## src/rtl/hs4ph_pkg.sv

```systemverilog
//------------------------------------------------------------------------------
// Module      : hs4ph_pkg
// Description : Shared types and constants for the 4-phase handshake slave.
// Revision    : 1.0 - initial release
//------------------------------------------------------------------------------
`default_nettype none

package hs4ph_pkg;

    typedef enum logic [1:0] {
        IDLE      = 2'd0,
        START     = 2'd1,
        WAIT_DONE = 2'd2,
        ACK       = 2'd3
    } hs_state_t;

    localparam int c_sync_stages_min = 2;
    localparam int c_sync_stages_max = 4;

endpackage : hs4ph_pkg

`default_nettype wire

```

## src/rtl/sync_ff.sv

```systemverilog
//------------------------------------------------------------------------------
// Module      : sync_ff
// Description : N-stage reset-to-0 single-bit synchronizer.
// Revision    : 1.0 - initial release
//------------------------------------------------------------------------------
`default_nettype none

module sync_ff #(
    parameter int STAGES = 2
) (
    input  logic clk,
    input  logic rstn,
    input  logic d,
    output logic q
);

    logic [STAGES-1:0] r_chain;

    always_ff @(posedge clk or negedge rstn) begin
        if (!rstn) begin
            r_chain <= '0;
        end else begin
            r_chain <= {r_chain[STAGES-2:0], d};
        end
    end

    assign q = r_chain[STAGES-1];

endmodule : sync_ff

`default_nettype wire

```

## src/rtl/sync_slave_4ph.sv

```systemverilog
//------------------------------------------------------------------------------
// Module      : sync_slave_4ph
// Description : Clocked consumer of a 4-phase req/ack channel with handshake
//               counter and sticky protocol-error flag.
// Revision    : 1.0 - initial release
//------------------------------------------------------------------------------
`default_nettype none

module sync_slave_4ph
    import hs4ph_pkg::*;
#(
    parameter int SYNC_STAGES = 2,
    parameter int CNT_W       = 16
) (
    input  logic             clk,
    input  logic             rstn,
    input  logic             r,
    output logic             a,
    output logic             start_o,
    input  logic             done_i,
    output logic             busy_o,
    output logic [CNT_W-1:0] count_o,
    output logic             err_o
);

    if (SYNC_STAGES < c_sync_stages_min || SYNC_STAGES > c_sync_stages_max) begin : g_bad_sync_stages
        $error("sync_slave_4ph: SYNC_STAGES out of range");
    end

    logic             w_r_s;
    hs_state_t        r_state;
    hs_state_t        w_next;
    logic             w_err_set;
    logic             r_a;
    logic             r_start;
    logic             r_busy;
    logic             r_err;
    logic [CNT_W-1:0] r_count;

    sync_ff #(
        .STAGES (SYNC_STAGES)
    ) u_req_sync (
        .clk  (clk),
        .rstn (rstn),
        .d    (r),
        .q    (w_r_s)
    );

    // Errors never abort the handshake; they are only recorded.
    always_comb begin
        w_next    = r_state;
        w_err_set = 1'b0;
        case (r_state)
            IDLE: begin
                if (done_i) w_err_set = 1'b1;
                if (w_r_s)  w_next    = START;
            end
            START: begin
                if (!w_r_s) w_err_set = 1'b1;
                w_next = done_i ? ACK : WAIT_DONE;
            end
            WAIT_DONE: begin
                if (!w_r_s) w_err_set = 1'b1;
                if (done_i) w_next    = ACK;
            end
            ACK: begin
                if (done_i) w_err_set = 1'b1;
                if (!w_r_s) w_next    = IDLE;
            end
            default: w_next = IDLE;
        endcase
    end

    // Outputs are decoded from the next state so each comes straight off a flop.
    always_ff @(posedge clk or negedge rstn) begin
        if (!rstn) begin
            r_state <= IDLE;
            r_a     <= 1'b0;
            r_start <= 1'b0;
            r_busy  <= 1'b0;
            r_err   <= 1'b0;
            r_count <= '0;
        end else begin
            r_state <= w_next;
            r_a     <= (w_next == ACK);
            r_start <= (w_next == START);
            r_busy  <= (w_next != IDLE);
            r_err   <= r_err | w_err_set;
            if (r_state == ACK && w_next == IDLE) begin
                r_count <= r_count + 1'b1;
            end
        end
    end

    assign a       = r_a;
    assign start_o = r_start;
    assign busy_o  = r_busy;
    assign err_o   = r_err;
    assign count_o = r_count;

endmodule : sync_slave_4ph

`default_nettype wire

```

## config.mk

```make
export PLATFORM = sky130hd
export DESIGN_NAME = sync_slave_4ph
export DESIGN_NICKNAME = d
export VERILOG_FILES = /design/src/rtl/hs4ph_pkg.sv /design/src/rtl/sync_ff.sv /design/src/rtl/sync_slave_4ph.sv
export SDC_FILE = /design/constraint.sdc
export NUM_CORES = 1
export LEC_CHECK = 0
export CAP_MARGIN = 30
export CORE_ASPECT_RATIO = 1.25
export CORE_UTILIZATION = 39
export DETAILED_ROUTE_END_ITERATION = 12
export PLACE_DENSITY_LB_ADDON = 0.3
export SETUP_SLACK_MARGIN = 0.4
export SYNTH_ARGS = -nofsm -noshare
export SYNTH_HDL_FRONTEND = slang
export SYNTH_SLANG_ARGS = --single-unit
```

## constraint.sdc

```tcl
create_clock -name clk -period 3.9 [get_ports clk]
set_clock_uncertainty 0.2 [all_clocks]
set_input_delay 0.975 -clock clk [delete_from_list [all_inputs] [get_ports clk]]
set_output_delay 0.975 -clock clk [all_outputs]
set_load 0.05 [all_outputs]
```

==> flow_summary_export.csv, run 1 <==
group,metric,value,unit
grt,use_met3,2.19,%
place,io_buffers,23,
drt,route.detailed.drc,0,
grt,grt.total_usage,15.7,%
worst_setup_path,cp-start-kind,"register",
clocking,tritoncts,"built",
yosys,netlist_area,1160,sq um
yosys,seq_area_frac_synth,51.9,%
clocking,root_buffer,"clkbuf_4",
power,peakVddDrop,0.598,mV
layout,design_area,1470,sq um
place,placed_area,1430,sq um
yosys,synth_nets,114,
yosys,ys_types,30,
timing,finalCritPeriodShare,72.4,%
clocking,ctsLongestPathBuffers,2,
floorplanning,fp.coreArea,2760,sq um
worst_setup_path,cp-end-kind,"primary output",
grt,grt_pass1_vias,898,
clocking,htree_levels,1,
floorplanning,die_w,50.7,um
yosys,yosys_warnings,0,
yosys,syn_inst,105,
timing,slew-limit-headroom,66.6,%
power,power.density,606,nW/um^2
drt,routed-via-count,860,
drt,routedWlPerCell,11.8,um
yosys,syn_avg_cell_area,11.0,sq um
timing,finalCriticalPeriod,2.82,ns
timing,rsz0062_at_grt,"false",
clocking,post_cts_buffers,0,
yosys,ys_ff_latch,24,
grt,grt_pass1_wl,3840,um
drt,wl,1960,um
drt,viasPerCell,5.18,
hold_path,hold_class,"register to register",
worst_setup_path,cp_slowest_cell,"clkdlybuf4s50_1",
layout,nNetsFinal,142,
clocking,path_clk_slew,0.12,ns
place,placed_cells,162,
worst_setup_path,crit_chain,"clkdlybuf4s50_1",
clocking,clock_sinks,24,
worst_setup_path,max_stage_delay,0.85,ns
status,status,"complete, no violations",
place,gp_congestion,0.765,
clocking,clk_latency,0.31,ns
floorplanning,die-height,62.9,um
clocking,cts_buffers,3,
clocking,hold_buffers,0,
power,finalPower,890,uW
grt,met2_usage,24.8,%
worst_setup_path,arrival,1.65,ns
grt,top_usage_layer,"met2",
grt,use_met1,20.7,%
drt,drtAntennaViolNets,0,
worst_setup_path,path_class,"register to primary output",
timing,tns,0,ns
timing,worst_slew_pin_slew,0.499,ns
worst_setup_path,path_delay_family,"buffers and inverters",
timing,worst_slack,1.08,ns
power,power_leakage,0.654,nW
grt,grt_antenna_before_repair,0,
worst_setup_path,cp_data_required_time,2.72,ns
floorplanning,rows,21,
timing,fmax,354,MHz
floorplanning,die_area,3190,sq um
grt,grt_max_degree,25,
layout,syn2layout_area_growth,27.1,%
worst_setup_path,path_max_fanout,7,
layout,fin_cells,166,
place,hpwlAfterDp,1450,um
floorplanning,io-pin-count,24,
grt,gr-total-overflow,0,
drt,drt_iter0_drc,33,
timing,finalHoldViolations,0,
layout,antennaDiodeCount,0,
layout,layout-drive-gt1-share,9.85,%
floorplanning,initial_core_util,41.9,%
timing,holdWs,0.163,ns
drt,first_pass_iters,4,
layout,fin_util,53.2,%
worst_setup_path,cp_num_buf_inv,1,
place,dp_worst_setup_slack,1.11,ns
clocking,cts_resized,0,
timing,setup_violations,0,
flow_run,cap_violations,0,
timing,slew_viol_final,0,
## logic make-up (layout without fill, tap and decap cells)
family,after synthesis,after routing,share of synthesized area (%)
and+or+nand+nor,41,41,20.0
DFF,24,24,51.9
xor gates and xnor gates,16,16,12.1
AOI/OAI and AO/OA,9,9,6.39
buffers and inverters,9,36,3.14
adders and majority gates,5,5,5.41
muxes,1,1,0.974
## final cells by class
type	count	area, sq um
clock buffers	4	36.3
well taps	34	42.5
fillers	240	1290
repair buffers	24	238
flip-flops and latches	24	601
multi-input cells	72	519
inverters	8	32.5
## per-layer routing
layer / part of all wire, % / wire length (um) / up-vias
met5: 0 / 0 / -
met4: 2.3 / 46 / 0
met3: 4.4 / 86 / 5
met2: 48 / 950 / 29
met1: 45 / 876 / 400
li1: - / - / 426
## cells in the mapped netlist, drive strengths merged
| cell type | instances | share of area (%) |
|---|---|---|
| and4 | 1 | 0.76 |
| nor3 | 7 | 3.0 |
| mux2 | 1 | 0.97 |
| or2 | 1 | 0.54 |
| and2 | 1 | 0.54 |
| nand2 | 5 | 1.6 |
| nand3 | 6 | 2.6 |
| a211o | 1 | 0.76 |
| a2111o | 1 | 0.97 |
| nand4 | 7 | 3.8 |
| clkbuf | 1 | 0.32 |
| nand2b | 2 | 1.1 |
| o221a | 1 | 0.97 |
| ha | 5 | 5.4 |
| nor4 | 2 | 1.6 |
| o21ai | 2 | 0.87 |
| xnor2 | 7 | 5.3 |
| and2b | 1 | 0.76 |
| inv | 8 | 2.8 |
| o21ba | 1 | 0.87 |
| dfrtp | 24 | 52 |
| and4b | 1 | 0.87 |
| or3 | 1 | 0.65 |
| nor2 | 5 | 1.6 |
| a21oi | 2 | 0.87 |
| xor2 | 9 | 6.8 |
| a211oi | 1 | 1.1 |
| and3 | 1 | 0.54 |
## where the power goes
group,total (mW),switching (mW),internal (mW),leakage (nW)
Sequential,0.339,0.0464,0.293,0.312
Clock,0.126,0.0693,0.0570,0.0210
Combinational,0.424,0.275,0.149,0.321
## layout by cell type, fill, tap and decap left out, drive strengths merged, types with 2 or more instances in the layout
cell type and count:
inv 8, nand4 7, clkbuf 4, dfrtp 24, clkdlybuf4s50 23, xor2 9
nand2b 2, nor2 5, xnor2 7, ha 5, nor4 2, o21ai 2
nand3 6, nor3 7, a21oi 2, nand2 5
## state kept, by name, summed over array words and instances, names as in the netlist
name,cells
err_o,1
a,1
r_state,2
start_o,1
busy_o,1
u_req_sync.r_chain,2
count_o,16
## final timing paths
path / from / endpoint / slack (ns) / cells after the start
min reg2reg: u_req_sync.r_chain[0] / u_req_sync.r_chain[1] / 0.16 / 0
min: u_req_sync.r_chain[0] / u_req_sync.r_chain[1] / 0.16 / 0
max in group asynchronous: rstn / u_req_sync.r_chain[0] / 2.47 / 2
max: count_o[3] / count_o[3] / 1.08 / 1
max reg2reg: r_state[1] / count_o[14] / 1.53 / 6
min in group asynchronous: rstn / err_o / 0.80 / 2
(Power assumes the default switching activity.)
==> inputs of run 2 (changes only) <==
==> constraint.sdc (replaced) <==
create_clock -name clk -period 2.5 [get_ports clk]
set_clock_uncertainty 0.2 [all_clocks]
set_input_delay 0.625 -clock clk [delete_from_list [all_inputs] [get_ports clk]]
set_output_delay 0.625 -clock clk [all_outputs]
set_load 0.05 [all_outputs]
==> run 2 against run 1 <==
Critical path depth grew 5. Count of clock-buffer cells in the layout unchanged. Largest cell class unchanged. Cell count grew 1.8%. Die area stayed put. Clock power grew 61%. Highest routed layer unchanged. Register-to-register slack lost 1.1 ns. Wire length up 16%. Sequential cell count unchanged. Via count up 1.4%.
==> flow_summary_export.csv, run 2 (synthesized netlist as in run 1, its figures left out) <==
group,metric,value,unit
worst_setup_path,crit_chain,"buf_4, ha_2, and4b_1, a2111o_1, nor4_4, xor2_1",
grt,gr-total-overflow,0,
worst_setup_path,arrival,2.12,ns
worst_setup_path,path_class,"register to register",
floorplanning,die_w,50.7,um
worst_setup_path,cp-startpoint,"r_state[0]",
layout,n_fill_cell,265,
worst_setup_path,path_max_fanout,5,
place,hpwlAfterDp,1600,um
timing,finalCriticalPeriod,2.08,ns
power,sequentialPowerShare,35.1,%
clocking,root_buffer,"clkbuf_4",
power,switchingPower,682,uW
clocking,cts_buffers,3,
power,clkPwrFrac,13.4,%
layout,final_cell_mix,"dfrtp_1 (22), xor2_1 (9), clkbuf_2 (8)",
floorplanning,io-pin-count,24,
drt,wl_met2,1150,um
power,finalPower,1.51,mW
grt,grt_antenna_before_repair,0,
clocking,clk_latency,0.31,ns
floorplanning,die-height,62.9,um
timing,finalHoldViolations,0,
place,dp_worst_setup_slack,0.209,ns
timing,worst_slew_pin_slew,0.484,ns
timing,tns,0,ns
layout,fin_cells,169,
worst_setup_path,cp_data_required_time,2.54,ns
drt,wl,2280,um
clocking,path_clk_slew,0.13,ns
drt,drtAntennaViolNets,0,
worst_setup_path,cp_slowest_cell,"dfrtp_2",
timing,slew-limit-headroom,67.9,%
worst_setup_path,cp-end-kind,"register",
clocking,clock_sinks,24,
timing,setup_violations,0,
floorplanning,rows,21,
clocking,tritoncts,"built",
power,power_leakage,0.688,nW
drt,drt_iter0_drc,10,
place,io_buffers,23,
drt,route.detailed.drc,0,
drt,dr_wl_met3,70,um
layout,fin_util,54.5,%
place,gp_congestion,0.743,
drt,routedWlPerCell,13.5,um
layout,layout-drive-gt1-share,29.6,%
grt,grt_pass1_vias,911,
grt,grt_max_degree,25,
power,switching_share,45.2,%
power,internal-power,828,uW
worst_setup_path,critPathCapture,"count_o[14]",
timing,fmax,480,MHz
status,status,"complete, no violations",
grt,grt_pass1_wl,4030,um
layout,antennaDiodeCount,0,
drt,first_pass_iters,4,
worst_setup_path,reg2reg_slack,0.42,ns
floorplanning,die_area,3190,sq um
drt,routed-via-count,872,
grt,grt.total_usage,16.5,%
drt,wl_met1,1040,um
layout,layout_commonest_cell,"dfrtp_1",
layout,multiInputGateArea,567,sq um
timing,finalCritPeriodShare,83.3,%
timing,worst_slack,0.419,ns
timing,slew_viol_final,0,
place,placed_cells,163,
floorplanning,initial_core_util,41.9,%
drt,viasPerCell,5.16,
power,power.density,1000,nW/um^2
worst_setup_path,cp-start-kind,"register",
power,p_comb_share,51.5,%
layout,syn2layout_area_growth,30.0,%
layout,seqCellArea,603,sq um
layout,nNetsFinal,145,
worst_setup_path,max_stage_delay,0.46,ns
clocking,ctsLongestPathBuffers,2,
worst_setup_path,timing.rr.start,"r_state[0]",
floorplanning,fp.coreArea,2760,sq um
worst_setup_path,reg2reg_depth,6,
flow_run,cap_violations,0,
drt,top_layer_used,"met4",
power,peakVddDrop,0.607,mV
worst_setup_path,reg2reg_to,"count_o[14]",
layout,largest_register_ffs,16,
hold_path,hold_class,"register to register",
clocking,htree_levels,1,
timing,rsz0062_at_grt,"true",
-- run 2: area by class of cell --
cell class	count	share of cell area [%]
sequential	24	40.1
multi-input combinational	72	37.7
timing repair buffer	27	14.7
tap	34	2.83
clock buffer	4	2.41
inverter	8	2.16
-- run 2: per-stage QoR --
stage	instance area [sq um]	hold slack (ns)
4_1_cts	1520	0.165
5_1_grt	1500	0.176
6_report	1500	0.164
3_5_place_dp	1440	0.135
2_1_floorplan	1160	0.129
3_3_place_gp	1440	0.134
-- run 2: critical path: cells and delay by family, from the launching register on --
| kind | cells | cell delay, ns |
|---|---|---|
| buffers and inverters | 1 | 0.15 |
| AND/OR/NAND/NOR | 2 | 0.45 |
| flip-flops | 1 | 0.46 |
| adder cells (fa/ha/maj) | 1 | 0.20 |
| XOR/XNOR | 1 | 0.16 |
| AO/OA/AOI/OAI | 1 | 0.39 |
-- run 2: repair_timing --
action,CTS,global route
hold buffers,0,0
gates resized for setup,46,16
setup buffers,2,0
pin swaps,3,0
setup endpoints to repair,33,22
-- run 2: layer usage --
| metal | global-route usage (%) | vias up |
|---|---|---|
| met5 | 0 | - |
| li1 | - | 425 |
| met3 | 2.68 | 2 |
| met2 | 27.2 | 14 |
| met1 | 21.4 | 431 |
| met4 | 6.25 | 0 |
-- run 2: power groups by stage --
stage / Combinational [mW] / Sequential (mW) / Clock, mW
global route: 0.845 / 0.542 / 0.227
CTS: 0.760 / 0.527 / 0.210
floorplan: 0.333 / 0.694 / 0
finish: 0.777 / 0.530 / 0.203
global placement: 0.683 / 0.537 / 0
detailed placement: 0.701 / 0.541 / 0
-- run 2: worst min path at each step --
stage	startpoint	endpoint	cells past startpoint
finish	u_req_sync.r_chain[0]	u_req_sync.r_chain[1]	0
detailed placement	u_req_sync.r_chain[0]	u_req_sync.r_chain[1]	0
global route	u_req_sync.r_chain[0]	u_req_sync.r_chain[1]	0
floorplan	rstn	a	0
CTS	u_req_sync.r_chain[0]	u_req_sync.r_chain[1]	0
global placement	u_req_sync.r_chain[0]	u_req_sync.r_chain[1]	0
